File: src/rtl/clk_rst_ctrl_pkg.sv
// clk_rst_ctrl_pkg: sequencer state encoding and counter sizing helper
package clk_rst_ctrl_pkg;

   typedef enum logic [2:0] {
      PLL_RST,
      WAIT_LOCK,
      STABLE,
      RELEASE,
      RUN
   } state_t;

   // bits needed for a counter that runs 0..n-1
   function automatic int cnt_w(input int n);
      return (n <= 2) ? 1 : $clog2(n);
   endfunction

endpackage

File: src/rtl/sync_2ff.sv
// sync_2ff: two-flop synchroniser for a single asynchronous bit
module sync_2ff (
   input  logic clk_i,
   input  logic rst_n_i,
   input  logic d,
   output logic q
);

   logic meta;

   always_ff @(posedge clk_i or negedge rst_n_i)
      if (!rst_n_i) {q, meta} <= 2'b00;
      else {q, meta} <= {meta, d};

endmodule

File: src/rtl/clk_rst_ctrl.sv
// clk_rst_ctrl: PLL reset sequencing, lock qualification and staggered domain reset release
module clk_rst_ctrl
   import clk_rst_ctrl_pkg::*;
#(
   parameter int N_DOMAINS       = 2,
   parameter int PLL_RST_CYC     = 16,
   parameter int LOCK_STABLE_CYC = 1024,
   parameter int RELEASE_GAP_CYC = 8,
   parameter int TIMEOUT_CYC     = 65536
) (
   input  logic                 clk_i,
   input  logic                 rst_n_i,
   input  logic                 pll_lock_i,
   input  logic                 force_relock_i,
   output logic                 pll_rst_o,
   output logic [N_DOMAINS-1:0] dom_rst_n_o,
   output logic                 ready_o,
   output logic                 timeout_o,
   output logic [7:0]           relock_cnt_o
);

   localparam int REL_LEN = (N_DOMAINS - 1) * RELEASE_GAP_CYC + 1;
   localparam int PW = cnt_w(PLL_RST_CYC);
   localparam int SW = cnt_w(LOCK_STABLE_CYC);
   localparam int WW = cnt_w(TIMEOUT_CYC);
   localparam int RW = cnt_w(REL_LEN);

   state_t state, state_n;
   logic lock, loss, tmo;
   logic [PW-1:0] pll_cnt;
   logic [SW-1:0] stab_cnt;
   logic [WW-1:0] wait_cnt;
   logic [RW-1:0] rel_cnt, rel_cnt_n;
   logic [N_DOMAINS-1:0] dom_n;

   sync_2ff u_lock_sync (
      .clk_i   (clk_i),
      .rst_n_i (rst_n_i),
      .d       (pll_lock_i),
      .q       (lock)
   );

   always_comb begin
      state_n = state;
      loss = 1'b0;
      tmo = 1'b0;
      case (state)
         PLL_RST:   if (pll_cnt == PW'(PLL_RST_CYC - 1)) state_n = WAIT_LOCK;
         WAIT_LOCK: if (lock) state_n = STABLE;
                    else if (wait_cnt == WW'(TIMEOUT_CYC - 1)) begin
                       tmo = 1'b1;
                       state_n = PLL_RST;
                    end
         STABLE:    if (!lock) state_n = WAIT_LOCK;
                    else if (stab_cnt == SW'(LOCK_STABLE_CYC - 1)) state_n = RELEASE;
         RELEASE:   if (rel_cnt == RW'(REL_LEN - 1)) state_n = RUN;
         default:   ;
      endcase
      if ((state == RELEASE || state == RUN) && !lock) begin
         loss = 1'b1;
         state_n = PLL_RST;
      end
      // a forced relock overrides everything but never counts as a loss
      if (state != PLL_RST && force_relock_i) state_n = PLL_RST;
      rel_cnt_n = (state == RELEASE && state_n == RELEASE) ? rel_cnt + RW'(1) : '0;
      for (int k = 0; k < N_DOMAINS; k++)
         dom_n[k] = state_n == RUN || (state_n == RELEASE && rel_cnt_n >= RW'(k * RELEASE_GAP_CYC));
   end

   // outputs are registered from the next state so they line up with it
   always_ff @(posedge clk_i or negedge rst_n_i)
      if (!rst_n_i) begin
         state        <= PLL_RST;
         pll_cnt      <= '0;
         stab_cnt     <= '0;
         wait_cnt     <= '0;
         rel_cnt      <= '0;
         pll_rst_o    <= 1'b1;
         dom_rst_n_o  <= '0;
         ready_o      <= 1'b0;
         timeout_o    <= 1'b0;
         relock_cnt_o <= '0;
      end else begin
         state       <= state_n;
         pll_cnt     <= (state == PLL_RST && state_n == PLL_RST) ? pll_cnt + PW'(1) : '0;
         wait_cnt    <= (state == WAIT_LOCK && state_n == WAIT_LOCK) ? wait_cnt + WW'(1) : '0;
         stab_cnt    <= (state == STABLE && state_n == STABLE) ? stab_cnt + SW'(1) : '0;
         rel_cnt     <= rel_cnt_n;
         pll_rst_o   <= state_n == PLL_RST;
         dom_rst_n_o <= dom_n;
         ready_o     <= state_n == RUN;
         if (tmo) timeout_o <= 1'b1;
         if (loss && relock_cnt_o != 8'hff) relock_cnt_o <= relock_cnt_o + 8'd1;
      end

endmodule
File: config.mk
export PLATFORM = sky130hd
export DESIGN_NAME = clk_rst_ctrl
export DESIGN_NICKNAME = d
export VERILOG_FILES = /design/src/rtl/clk_rst_ctrl_pkg.sv /design/src/rtl/sync_2ff.sv /design/src/rtl/clk_rst_ctrl.sv
export SDC_FILE = /design/constraint.sdc
export NUM_CORES = 1
export LEC_CHECK = 0
export CORE_UTILIZATION = 40
export DETAILED_ROUTE_END_ITERATION = 10
export GPL_TIMING_DRIVEN = 0
export PLACE_DENSITY_LB_ADDON = 0.12
export SYNTH_ARGS = -nofsm -noshare
export SYNTH_HDL_FRONTEND = slang
export SYNTH_SLANG_ARGS = --single-unit
File: constraint.sdc
create_clock -name clk_i -period 5.5 [get_ports clk_i]
set_input_delay 1.1 -clock clk_i [delete_from_list [all_inputs] [get_ports clk_i]]
set_output_delay 1.1 -clock clk_i [all_outputs]
set_load 0.1 [all_outputs]
==> impl_metrics.csv <==
group,metric,value,unit
outcome,status,"completed",
sta,slew_headroom,35.2,%
sta,hold_violations,0,
sta,rsz0062_at_grt,"no",
pwr,p_per_area,299,nW/um^2
synthesis,syn_nets,237,
global_route,top_usage_layer,"met2",
layout,num_antenna_cells,0,
pwr,clock_power_share,27.2,%
placement,place_congestion,0.798,
pwr,p_comb_share,21.0,%
sta,skew,5.96,ps
layout,final_cell_mix,"51 x dfrtp_1, 35 x nor2_1, 17 x xor2_1, 16 x xnor2_1, 15 x clkdlybuf4s50_1",
layout,multi_input_area,1050,sq um
clock_network,ctsHoldBuffers,0,
routing,avgRoutedWirePerCell,12.8,microns
sta,max_freq,330,MHz
layout,regArea,1300,sq um
synthesis,ys_ff_latch,52,
clock_network,cts_tree,"yes",
routing,detailroute.via_count,1599,
pwr,p_switching,249,uW
pwr,intPower,583,uW
routing,drc,0,
global_route,grt_util_met1,20.8,%
setup_path,cp.arrival,1930,ps
routing,wl,4.14,mm
synthesis,yosysUniqueCellTypes,39,
global_route,grt.met3_usage,3.54,%
clock_network,clock_path_buffers,2,
sta,period_needed,3030,ps
setup_path,crit_path_cell_trace,"clkdlybuf4s50_1",
setup_path,critPathMaxFanout,1,
clock_network,cts_setup_buffers,0,
global_route,grt_usage,15.2,%
clock_network,clock-root-buffer,"clkbuf_8",
clock_network,post_cts_resized,0,
routing,viasPerCell,4.95,
die,start_util,42.7,%
layout,syn_to_final_growth,14.9,%
global_route,grt_start_max_net_pins,34,
die,die_h,79.8,microns
setup_path,critical_path.top_delay_family,"buffers and inverters",
setup_path,critPathBufInv,1,
die,core_area,5680,sq um
synthesis,synth_cells,227,
hold_path,hold_path_class,"reg -> reg",
setup_path,crit_path_start_kind,"register",
sta,final_max_slew_viol_count,0,
global_route,gr-total-overflow,0,
setup_path,end_kind,"output port",
global_route,first_global_vias,1592,
clock_network,clkLatencyLatePin,290,ps
sta,setup_viol,0,
synthesis,synth_area_leaders,"dfrtp_1 53%, xor2_1 6.1%, xnor2_1 5.8%, nor2_1 5.4%, ha_1 3.1%",
die,die_x,79.8,microns
synthesis,ys_async_sr_fraction,100,%
clock_network,numCtsBuffers,5,
pwr,p_sw_share,29.9,%
layout,final_nets,261,
pwr,p_leak,0.00117,uW
setup_path,slowest_stage,"clkdlybuf4s50_1",
die,rows,27,
synthesis,synth.cell_area,2420,sq um
synthesis,synth_top_area_cell,"dfrtp_1",
sta,setup-tns-final,0,ps
global_route,grt_pass1_wl,7.46,mm
synthesis,synth_edf_count,0,
layout,fillers,540,
pwr,seq_power_share,51.8,%
clock_network,h-tree-depth,2,
clock_network,numClockSinks,52,
synthesis,ys_seq_area_share,53.8,%
placement,port_buffers,16,
global_route,met2_usage,24.3,%
sta,fin_crit_sh,55.1,%
synthesis,synth_top_area_share,52.7,%
synthesis,yosys_warnings,0,
routing,antenna_left,0,
global_route,antenna_found_initial,0,
die,num_io_pins,17,
layout,drive_gt1_share,11.2,%
clock_network,cts.reportedPaths.clkPinSlew,90,ps
die,die-area,6370,sq um
layout,layout_commonest_cell,"dfrtp_1",
synthesis,avgSynthCellArea,10.7,sq um
routing,firstDrtPassIters,4,
setup_path,cp.required,4400,ps
synthesis,synth_flop_cell,"dfrtp_1",
routing,drt_iter0_drc,94,
setup_path,crit_type,"reg -> out",
job,cap_violations,0,
sta,max_slew.worst_pin.slew,969,ps
setup_path,slowest_delay,1120,ps
pwr,ir_drop,0.000170,V
layout,fin_util,49.1,%
placement,dp_hpwl,2.90,mm
final cells by class:
class,instances,area share [%]
Multi-Input combinational cell,159,37.8
Inverter,10,1.35
Timing Repair Buffer,17,6.29
Buffer,6,1.12
Clock buffer,7,3.46
Sequential cell,52,46.8
Tap cell,72,3.24
metrics by stage:
step                      setup WS, ps  instances  power, uW  area [sq um]  hold slack (ps)
after global routing              2410        323        881          2780              367
after floorplan                   3360        227        569          2420              331
after detailed placement          2700        316        613          2690              336
after global placement            1710        315        611          2670              335
after CTS                         2450        323        844          2780              357
final                             2470        323        831          2780              354
worst paths after layout:
path | start | endpoint | slack, ps | cells after the start
worst max-delay path | pll_rst_o | pll_rst_o | 2470 | 1
worst min-delay path | u_lock_sync.meta | u_lock_sync.q | 350 | 0
worst max register to register | state[2] | wait_cnt[10] | 3380 | 5
worst min register to register | u_lock_sync.meta | u_lock_sync.q | 350 | 0
max in group asynchronous | rst_n_i | pll_rst_o | 4150 | 2
min in group asynchronous | rst_n_i | stab_cnt[8] | 750 | 1
flip-flops by register name, summed over array words and instances (netlist names):
signal	flops
dom_rst_n_o	2
pll_cnt	4
pll_rst_o	1
ready_o	1
rel_cnt	4
relock_cnt_o	8
stab_cnt	10
state	3
timeout_o	1
u_lock_sync.meta	1
u_lock_sync.q	1
wait_cnt	16
routing by layer:
layer | vias up | share of wire [%]
met3 | 2 | 2.2
met5 | - | 0
met1 | 762 | 51
met2 | 16 | 47
met4 | 0 | 0.58
li1 | 819 | -
power by group through the flow:
stage	registers [uW]	clock network (uW)	logic, uW
3_3_place_gp	438	0	173
4_1_cts	430	237	177
6_report	430	226	175
5_1_grt	434	254	193
3_5_place_dp	437	0	176
2_1_floorplan	474	0	95.0
cell usage after synthesis, drive strengths merged (2+ instances only):
cell type	number
a21oi	4
nand4	10
clkbuf	4
nor2	35
nor3	14
buf	2
and3	4
ha	6
and3b	2
nand2	12
nor3b	2
inv	10
nand3b	2
nand3	15
xor2	17
o21ai	5
or2	2
xnor2	16
dfrtp	51
cells by family (layout without fill, tap and decap cells):
group / after synthesis / count (layout) / synth area share (%)
AO/OA/AOI/OAI: 16 / 16 / 4.75
XOR/XNOR: 33 / 33 / 11.9
buffers and inverters: 16 / 40 / 2.84
AND/OR/NAND/NOR: 102 / 102 / 22.7
flip-flops: 52 / 52 / 53.8
adder cells (fa/ha/maj): 6 / 6 / 3.10
multiplexers: 2 / 2 / 0.878
(Power assumes the default switching activity.)
